--- src/rtl/jtpopeye_rom_pkg.sv ---
// Shared definitions for the jtpopeye ROM read arbiter.
// Holds the arbiter state encoding, the SDRAM data width and a helper that
// sizes channel-index fields (at least one bit, even for a single channel).
package jtpopeye_rom_pkg;

    localparam int unsigned DW = 32;

    typedef enum logic [1:0] {
        ST_IDLE  = 2'd0,
        ST_ISSUE = 2'd1,
        ST_WAIT  = 2'd2
    } state_t;

    function automatic int unsigned chw(input int unsigned n);
        return (n > 1) ? $clog2(n) : 1;
    endfunction

endpackage

--- src/rtl/jtpopeye_rom_slot.sv ---
// Per-channel return slot: holds the data word and ok flag for one ROM client.
// Ports:
//   clk, rst         clock, asynchronous active-high reset
//   downloading      ROM download in progress: clears ok (and the cache)
//   cs, addr         client request level and word address
//   fill, fill_data  arbiter write strobe (already address-qualified) and data
//   ok, data         registered valid flag and data for the current address
// Optional feature: JTPOPEYE_ROMARB_CACHE_EN turns the single entry into a
// 4-entry direct-mapped cache (index addr[1:0], tag addr[AW-1:2]).
module jtpopeye_rom_slot
    import jtpopeye_rom_pkg::*;
#(
    parameter int unsigned AW = 22
) (
    input  logic          clk,
    input  logic          rst,
    input  logic          downloading,
    input  logic          cs,
    input  logic [AW-1:0] addr,
    input  logic          fill,
    input  logic [DW-1:0] fill_data,
    output logic          ok,
    output logic [DW-1:0] data
);

    logic          ok_q, ok_d;
    logic [DW-1:0] data_q, data_d;

`ifdef JTPOPEYE_ROMARB_CACHE_EN
    localparam int unsigned TGW = AW - 2;

    logic [3:0]     vld_q, vld_d;
    logic [TGW-1:0] tag_q [4];
    logic [TGW-1:0] tag_d [4];
    logic [DW-1:0]  mem_q [4];
    logic [DW-1:0]  mem_d [4];
    logic [1:0]     ix;

    assign ix = addr[1:0];

    // A hit re-validates ok one cycle after the address changes; fills win.
    always_comb begin
        vld_d  = vld_q;
        tag_d  = tag_q;
        mem_d  = mem_q;
        ok_d   = cs && vld_q[ix] && (tag_q[ix] == addr[AW-1:2]);
        data_d = ok_d ? mem_q[ix] : data_q;
        if (downloading) begin
            vld_d = '0;
            ok_d  = 1'b0;
        end else if (fill) begin
            vld_d[ix] = 1'b1;
            tag_d[ix] = addr[AW-1:2];
            mem_d[ix] = fill_data;
            ok_d      = 1'b1;
            data_d    = fill_data;
        end
    end

    always_ff @(posedge clk or posedge rst) begin
        if (rst) begin
            ok_q   <= 1'b0;
            data_q <= '0;
            vld_q  <= '0;
            for (int e = 0; e < 4; e++) begin
                tag_q[e] <= '0;
                mem_q[e] <= '0;
            end
        end else begin
            ok_q   <= ok_d;
            data_q <= data_d;
            vld_q  <= vld_d;
            tag_q  <= tag_d;
            mem_q  <= mem_d;
        end
    end
`else
    logic [AW-1:0] tag_q, tag_d;

    // ok survives only while the address matches the filled one and cs holds;
    // returning to an old address still needs a new fetch.
    always_comb begin
        ok_d   = ok_q && cs && (addr == tag_q);
        data_d = data_q;
        tag_d  = tag_q;
        if (downloading) begin
            ok_d = 1'b0;
        end else if (fill) begin
            ok_d   = 1'b1;
            data_d = fill_data;
            tag_d  = addr;
        end
    end

    always_ff @(posedge clk or posedge rst) begin
        if (rst) begin
            ok_q   <= 1'b0;
            data_q <= '0;
            tag_q  <= '0;
        end else begin
            ok_q   <= ok_d;
            data_q <= data_d;
            tag_q  <= tag_d;
        end
    end
`endif

    assign ok   = ok_q;
    assign data = data_q;

endmodule

--- src/rtl/jtpopeye_rom_arb.sv ---
// N-channel round-robin SDRAM ROM read arbiter.
// One 32-bit read is outstanding at a time; results return to the granted
// channel's slot only if its address is still the one that was issued.
// Ports:
//   clk, rst              clock, asynchronous active-high reset
//   downloading           ROM download in progress: blocks grants, clears ok/ready
//   ch_cs/ch_addr         per-channel request level and address (CH*AW packed)
//   ch_data/ch_ok         per-channel returned data (CH*32 packed) and valid
//   sdram_re/sdram_addr   toggle-per-request strobe and request address
//   sdram_rdy/data_read   one-cycle completion pulse and read data
//   ready                 download finished and first fetch completed
// Optional feature: JTPOPEYE_ROMARB_CACHE_EN (per-channel 4-entry cache in
// jtpopeye_rom_slot).
module jtpopeye_rom_arb
    import jtpopeye_rom_pkg::*;
#(
    parameter int unsigned CH   = 2,
    parameter int unsigned AW   = 22,
    parameter int unsigned TOUT = 255
) (
    input  logic             clk,
    input  logic             rst,
    input  logic             downloading,
    input  logic [CH-1:0]    ch_cs,
    input  logic [CH*AW-1:0] ch_addr,
    output logic [CH*DW-1:0] ch_data,
    output logic [CH-1:0]    ch_ok,
    output logic             sdram_re,
    output logic [AW-1:0]    sdram_addr,
    input  logic             sdram_rdy,
    input  logic [DW-1:0]    data_read,
    output logic             ready
);

    localparam int unsigned CHW = chw(CH);
    localparam int unsigned TW  = $clog2(TOUT + 1);

    state_t          state_q, state_d;
    logic [CHW-1:0]  gnt_q, gnt_d;
    logic [CHW-1:0]  rr_q, rr_d;
    logic [TW-1:0]   tout_q, tout_d;
    logic            re_q, re_d;
    logic [AW-1:0]   addr_q, addr_d;
    logic            ready_q, ready_d;

    logic [AW-1:0]   addr_a [CH];
    logic [CH-1:0]   req_c;
    logic [CHW-1:0]  pick_c;
    logic            found_c;
    logic            fill_c;
    int              idx_c;

    assign req_c = ch_cs & ~ch_ok & {CH{~downloading}};

    // Completion is kept only if the granted channel still wants this address.
    assign fill_c = (state_q == ST_WAIT) && sdram_rdy && !downloading &&
                    ch_cs[gnt_q] && (addr_a[gnt_q] == addr_q);

    // Round-robin pick: scan from rr_q upward, wrapping; reverse order so the
    // closest requester to the pointer is the one left standing.
    always_comb begin
        pick_c  = rr_q;
        found_c = 1'b0;
        idx_c   = 0;
        for (int k = int'(CH) - 1; k >= 0; k--) begin
            idx_c = int'(rr_q) + k;
            if (idx_c >= int'(CH)) idx_c = idx_c - int'(CH);
            if (req_c[CHW'(idx_c)]) begin
                pick_c  = CHW'(idx_c);
                found_c = 1'b1;
            end
        end
    end

    // Arbiter next-state and request outputs.
    always_comb begin
        state_d = state_q;
        gnt_d   = gnt_q;
        rr_d    = rr_q;
        tout_d  = tout_q;
        re_d    = re_q;
        addr_d  = addr_q;
        ready_d = ready_q;
        case (state_q)
            ST_IDLE: begin
                if (found_c) begin
                    gnt_d   = pick_c;
                    state_d = ST_ISSUE;
                end
            end
            ST_ISSUE: begin
                if (downloading) begin
                    state_d = ST_IDLE;
                end else begin
                    addr_d  = addr_a[gnt_q];
                    re_d    = ~re_q;
                    tout_d  = '0;
                    state_d = ST_WAIT;
                end
            end
            ST_WAIT: begin
                if (sdram_rdy) begin
                    rr_d    = (gnt_q == CHW'(CH - 1)) ? '0 : gnt_q + 1'b1;
                    state_d = ST_IDLE;
                end else if (tout_q == TW'(TOUT - 1)) begin
                    state_d = ST_IDLE;
                end else begin
                    tout_d = tout_q + 1'b1;
                end
            end
            default: state_d = ST_IDLE;
        endcase
        if (downloading) ready_d = 1'b0;
        else if (fill_c) ready_d = 1'b1;
    end

    always_ff @(posedge clk or posedge rst) begin
        if (rst) begin
            state_q <= ST_IDLE;
            gnt_q   <= '0;
            rr_q    <= '0;
            tout_q  <= '0;
            re_q    <= 1'b0;
            addr_q  <= '0;
            ready_q <= 1'b0;
        end else begin
            state_q <= state_d;
            gnt_q   <= gnt_d;
            rr_q    <= rr_d;
            tout_q  <= tout_d;
            re_q    <= re_d;
            addr_q  <= addr_d;
            ready_q <= ready_d;
        end
    end

    for (genvar i = 0; i < int'(CH); i++) begin : g_slot
        assign addr_a[i] = ch_addr[i*AW +: AW];

        jtpopeye_rom_slot #(.AW(AW)) u_slot (
            .clk         (clk),
            .rst         (rst),
            .downloading (downloading),
            .cs          (ch_cs[i]),
            .addr        (addr_a[i]),
            .fill        (fill_c && (gnt_q == CHW'(i))),
            .fill_data   (data_read),
            .ok          (ch_ok[i]),
            .data        (ch_data[i*DW +: DW])
        );
    end

    assign sdram_re   = re_q;
    assign sdram_addr = addr_q;
    assign ready      = ready_q;

endmodule
--- config.mk ---
export PLATFORM = sky130hd
export DESIGN_NAME = jtpopeye_rom_arb
export DESIGN_NICKNAME = d
export VERILOG_FILES = /design/src/rtl/jtpopeye_rom_pkg.sv /design/src/rtl/jtpopeye_rom_slot.sv /design/src/rtl/jtpopeye_rom_arb.sv
export SDC_FILE = /design/constraint.sdc
export NUM_CORES = 1
export LEC_CHECK = 0
export CORE_MARGIN = 10
export CORE_UTILIZATION = 41
export DETAILED_ROUTE_END_ITERATION = 8
export PLACE_DENSITY = 0.76
export SLEW_MARGIN = 25
export SYNTH_ARGS = -nofsm -noshare
export SYNTH_HDL_FRONTEND = slang
export SYNTH_HIERARCHICAL = 1
export SYNTH_SLANG_ARGS = --single-unit
--- constraint.sdc ---
create_clock -name clk -period 5.18 [get_ports clk]
set_clock_uncertainty 0.05 [all_clocks]
set_input_delay 0.777 -clock clk [delete_from_list [all_inputs] [get_ports clk]]
set_output_delay 0.777 -clock clk [all_outputs]
set_load 0.03 [all_outputs]
==> run summary <==
The flow ran to the end, and the final reports show no timing, DRC or antenna violations. Global routing consumed, over all layers together, 16.1% of the routing resources. Of all nets on the critical path, the largest fanout is 32.

Clock-pin slew was measured on the worst setup and hold paths at 60 ps. The largest total area in the synthesized netlist belongs to dfrtp_1. After detailed routing, the number of remaining DRC violations is 0. Based on the critical path, the design can be clocked at up to 245 MHz. VDD sags by at most 0.258 mV. The clock reaches the later pin of the worst-skew pair after 410 ps.

The number of I/O port buffers is 171. The overall via count from detail_route was 4456; the reported max-cap violation count was 0. The post-layout minimum cycle time is 4080 ps, and the total power density per cell area is 352 nW/um^2. For the total I/O pin count, the log shows 172. The dominant synthesized flop cell is dfrtp_1. The tools report the number of global-route vias before repair as 4936. The fraction of final layout cells sized beyond drive strength 1 was 21.5%; the number of sinks on the clock net was 146. Mapped cell area: 7050 sq um. The launching instance or port of the critical path is gnt_q. Startpoint kind of the worst setup timing path: a flip-flop. The area fraction of the dominant cell type after synthesis is 51.8%, and the static leakage is 4.15 nW.

The worst setup path is of the reg2reg kind. The die footprint is 22800 sq um. Counting flops and latches in the post-synthesis netlist gives 146. The share of the clock period used by the worst path after layout was 78.7%. Max-slew violation total from the final report: 0. The top cell types in the final layout, fill and taps aside, are clkdlybuf4s50_1, dfrtp_1, mux2_4.

The final net count was 749. The global-route wire length before repair was 28.4 mm; the layout-stage area growth over the synthesis result was 34.1%. For this run, the detailed router's first-pass iteration total came to 5. The detailed router's first-iteration violation count was 176; the overall die width was 151 microns. Setup repair after global routing left no endpoint under its margin.

Ranked by total cell area, the synthesized netlist is headed by dfrtp_1, mux2_4, xnor2_1. The logs give 0 for the number of setup buffers added after CTS and 51.8% for the post-synthesis sequential area ratio. The run gives 0.852 as the global placer's final weighted congestion. Classification of the worst-slack hold path: reg2reg. The number of cells on the worst reg-to-reg path is 9.

TritonCTS created 17 clock buffers. The number of hold violations in the final report was 0. The buffer cell driving the clock tree root was clkbuf_16. The run gives 0 as the remaining antenna violation count. The worst-margin pin slew was 864 ps. The initial antenna violation count is 0, and the slack of the worst reg-to-reg path is 1100 ps. Final hold analysis gives a worst-case slack of 421 ps.

The sum of overflow across all layers after global routing was 0. The cell with the biggest individual delay on the critical path was dfrtp_1. The post-route non-filler standard cell count was 898. The endpoint of the lowest-slack register-to-register path was g_slot[1].u_slot/tag_q[14]. The mean instance size in the synthesized netlist came out at 14.5 sq um. The startpoint identified for the worst register-to-register timing path is gnt_q. The run gives 0 as the quantity of gates resized following cts. The run gives 16700 sq um as the area of the core region. The delay contributed by the slowest stage of the critical path came out at 910 ps. The number of H-tree levels was 4. In this run the worst setup path terminates at g_slot[1].u_slot/tag_q[14]. Most common cell after layout, fill and taps aside: clkdlybuf4s50_1. The logs give 570 for the post-synth net total and 6 for the warning count from the yosys run.

For the half-perimeter wire length after placement, the log shows 13.4 mm. The initial utilization of the core area, before any placement, comes to 42.2%. The via density per instance was 4.96. Data on the critical path is required at its endpoint by 5420 ps. Traced cell by cell, the critical path runs through buf_4 -> mux2i_1 -> xnor2_1 -> nor4_1 -> nand4_1 -> nor3_1 -> nor2b_4 -> buf_12 -> mux2_1.

Entering global routing, the biggest net connects 56 pins. In this run the deepest clock path goes through 2 buffers. The detail-routed net length per standard cell came out at 20.4 microns.

The worst pin sits at a relative slew slack of 42.4%. TritonCTS built the clock tree. In this run, distinct cell masters in the synthesized netlist total 32. 0 antenna diodes ended up in the layout. The share of async-settable or async-resettable flops after synthesis works out to 100%. Hold repair after CTS inserted 0 buffers. From bottom edge to top edge, the die measures 151 microns.

The worst setup path is captured at a flip-flop. The logs give 866 for the number of instances in the placed design and 4320 ps for the arrival time at the worst endpoint. Summed over all failing endpoints, the final setup total negative slack is 0 ps. The initialized floorplan defines 47 standard-cell rows. Synthesis handed over a netlist of 486 instances. The routed wire length was 18.3 mm; the number of synthesized flops with an enable pin was 0. Setup violations remaining at the end of the flow were counted as 0.
==> critical path: cells and delay by family (launching register included) <==
kind,cells,cell delay (ps)
flip-flops,1,910
buffers and inverters,2,720
XOR/XNOR,1,130
AND/OR/NAND/NOR,4,1480
multiplexers,2,630
==> worst min-delay path by stage <==
| stage | start | end | slack, ps | cells after the start |
|---|---|---|---|---|
| after floorplan | rr_q | gnt_q | 400 | 2 |
| after global placement | sdram_re | sdram_re | 410 | 1 |
| after detailed placement | sdram_re | sdram_re | 410 | 1 |
| after CTS | sdram_re | sdram_re | 420 | 1 |
| after global routing | sdram_re | sdram_re | 460 | 1 |
| final | sdram_re | sdram_re | 420 | 1 |
==> sequential cells by signal, summed over array words and instances (netlist names) <==
| signal | cells |
|---|---|
| g_slot.u_slot/data | 64 |
| g_slot.u_slot/ok | 2 |
| g_slot.u_slot/tag_q | 44 |
| gnt_q | 1 |
| ready | 1 |
| rr_q | 1 |
| sdram_addr | 22 |
| sdram_re | 1 |
| state_q | 2 |
| tout_q | 8 |
==> layout make-up <==
class	count	area, sq um
clock inverter	10	156
sequential	146	3650
tap	220	275
fill	1340	7250
timing repair buffer	180	1800
inverter	8	30.0
multi-input combinational	312	3070
clock buffer	22	464
==> synthesized netlist by cell type (7+ instances only) <==
cell and instances:
xor2_1 20, nor2_1 31, nand3_1 7, mux2_1 10, inv_1 8, nor4_1 10, xnor2_1 53, mux2i_1 20
buf_12 13, mux2_4 98, nand4_1 10, dfrtp_1 146, a21oi_1 22
==> report_power, final <==
group,switching (mW),internal [mW]
Clock,0.459,0.829
Sequential,0.101,1.22
Combinational,0.389,0.334
Total,0.949,2.38
==> stage by stage <==
stage               worst slack [ps]  area [sq um]  total power, mW  util, %
finish                          1100          9450             3.33     56.6
global route                     831          9450             3.47     56.6
CTS                             1090          9450             3.36     56.6
detailed placement              1120          8830             2.06     52.9
global placement                1180          8830             2.05     52.9
floorplan                       2620          7050             1.76        -
==> kinds of logic after synthesis <==
| family | count (synthesis) | synth area share [%] |
|---|---|---|
| and+or+nand+nor | 76 | 5.57 |
| buffers and inverters | 28 | 4.70 |
| adders and majority gates | 2 | 0.355 |
| xor gates and xnor gates | 73 | 9.07 |
| muxes | 132 | 26.1 |
| AOI/OAI and AO/OA | 29 | 2.40 |
| DFF | 146 | 51.8 |
==> routing by layer <==
metal / global-route usage (%) / routed length, microns / up-vias
met1: 19.9 / 7720 / 2252
met3: 5.01 / 1290 / 21
met4: 6.02 / 367 / 0
met5: 0 / 0 / -
li1: - / - / 2046
met2: 25.8 / 8940 / 137
(Power assumes the default switching activity.)
==> RTL change (same settings) <==
Build with the macro `JTPOPEYE_ROMARB_CACHE_EN` defined.
--- a/src/rtl/jtpopeye_rom_slot.sv
+++ b/src/rtl/jtpopeye_rom_slot.sv
@@ -7,6 +7,8 @@
 //   ok, data         registered valid flag and data for the current address
 // Optional feature: JTPOPEYE_ROMARB_CACHE_EN turns the single entry into a
 // 4-entry direct-mapped cache (index addr[1:0], tag addr[AW-1:2]).
+`define JTPOPEYE_ROMARB_CACHE_EN
+
 module jtpopeye_rom_slot
     import jtpopeye_rom_pkg::*;
 #(
Formal check against the unedited RTL: same outputs for any inputs over 4 cycles, from zero or initial values and one cycle with rst high; that may be too few to reach the edited logic, so the function may still have changed.
==> RTL change against the unedited design <==
Fmax down 7.3%; power grew to 2.7 times the old value; worst setup slack worse by 0.32 ns; area after synthesis grew to 3.5 times the old value; global-route usage increased by 1.8 points; cell count rose to 3.1 times the old value; sequential cell count is 380 higher; final area rose to 3.1 times the old value; via count rose to 3.6 times the old value; routed wire length rose to 3.5 times the old value; combinational power rose by 33%; largest cell class unchanged.
==> RTL change: results (changes against the unedited design) <==
Power and ir drop
  • Leakage: 13.2 nW (+220%)
  • Peak VDD IR: 237 uV (-8.0%)

Drt
  • Pre-Repair DR Iteration Count: 6 (+1)
  • DR WL/cell: 23.0 microns (+13%)
  • DRT iter0 DRCs: 1,186 (+570%)
  • Met2 WL post-DR: 31,400 microns (+250%)
  • Routed length on met3: 4020 microns (+210%)
  • M1 WL: 26,600 microns (+250%)

Synth
  • Top post-synthesis cells by area: dfrtp_1 53%, mux2_2 18%, mux4_2 8.2%
  • Post-synth top cells: 526 x dfrtp_1, 394 x mux2_2, 140 x nand2_1
  • Seq/Total Area, Yosys: 53.0% (+1.2 points)
  • Post-synthesis instance total: 1,826 (+280%)
  • Syn nets: 1,910 (+240%)

Clock network
  • CTS max path bufs: 3 (+1)
  • H-Tree Depth: 2 (-2)
  • TritonCTS Buffers: 51 (+34)

Finish
  • Share of cells above drive strength 1: 32.2% (+11 points)
  • Post-layout net count: 2,050 (+170%)
  • Final Non-Filler Cells: 2,784 (+210%)

Setup path
  • Critical path arrival: 4.79 ns (+0.47 ns)
  • CP max FO: 40 (+25%)

Global routing
  • Largest net degree at the start of global routing: 120 (+110%)
  • Antenna violations before repair: 1 (+1)
  • Met2 usage: 29.7% (+3.9 points)
  • Grt met1 use: 22.7% (+2.8 points)
  • Vias in the first global route: 17,000 (+240%)
  • Gr usage total: 17.9% (+1.8 points)

Status
  • Status: finished, final reports clean

Placement
  • Cell Area, Placed: 27,400 sq um (+210%)
  • Setup Slack @ Placement: 0.555 ns (-0.566 ns)

STA
  • Slew headroom: 31.8% (-11 points)
## RTL change: path summary, 6_finish.rpt
path                                                     endpoint  slack (ns)                             startpoint  cells after the start
max                        g_slot[1].u_slot/tag_q[31]$_DFFE_PP0P_        0.78                      gnt_q$_DFFE_PP0P_                     12
min                         g_slot[0].u_slot/vld_q[0]$_DFFE_PP0P_        0.43  g_slot[0].u_slot/vld_q[0]$_DFFE_PP0P_                      1
max reg2reg                g_slot[1].u_slot/tag_q[31]$_DFFE_PP0P_        0.78                      gnt_q$_DFFE_PP0P_                     12
min reg2reg                 g_slot[0].u_slot/vld_q[0]$_DFFE_PP0P_        0.43  g_slot[0].u_slot/vld_q[0]$_DFFE_PP0P_                      1
max in group asynchronous   g_slot[1].u_slot/mem_q[9]$_DFFE_PP0P_        3.04                                    rst                      3
min in group asynchronous                       ready$_DFFE_PP0P_        0.68                                    rst                      2
## RTL change: logic make-up after synthesis
| kind of cell | synth area share (%) |
|---|---|
| AOI/OAI and AO/OA | 5.50 |
| xor gates and xnor gates | 2.47 |
| and+or+nand+nor | 6.49 |
| muxes | 29.3 |
| adders and majority gates | 0.101 |
| DFF | 53.0 |
| buffers and inverters | 3.06 |
## RTL change: metrics by stage
stage	hold WS (ns)	utilization, %
after floorplan	0.396	-
after global placement	0.404	45.5
after detailed placement	0.416	45.5
after CTS	0.434	48.2
after global routing	0.441	48.2
final	0.434	48.2
## RTL change: power breakdown
group,switching [mW],internal (mW),leakage [nW]
clock,1.54,2.08,0.799
sequential,0.106,4.18,7.28
combinational,0.577,0.384,5.14
total,2.23,6.65,13.2
## RTL change: final cells by class
cell class,count,area (sq um)
antenna,3,7.51
inverter,18,75.1
multi-input combinational,1145,11000
clock inverter,11,113
tap,782,978
clock buffer,75,1500
timing repair buffer,224,2170
sequential,526,13200
fill,5153,31100
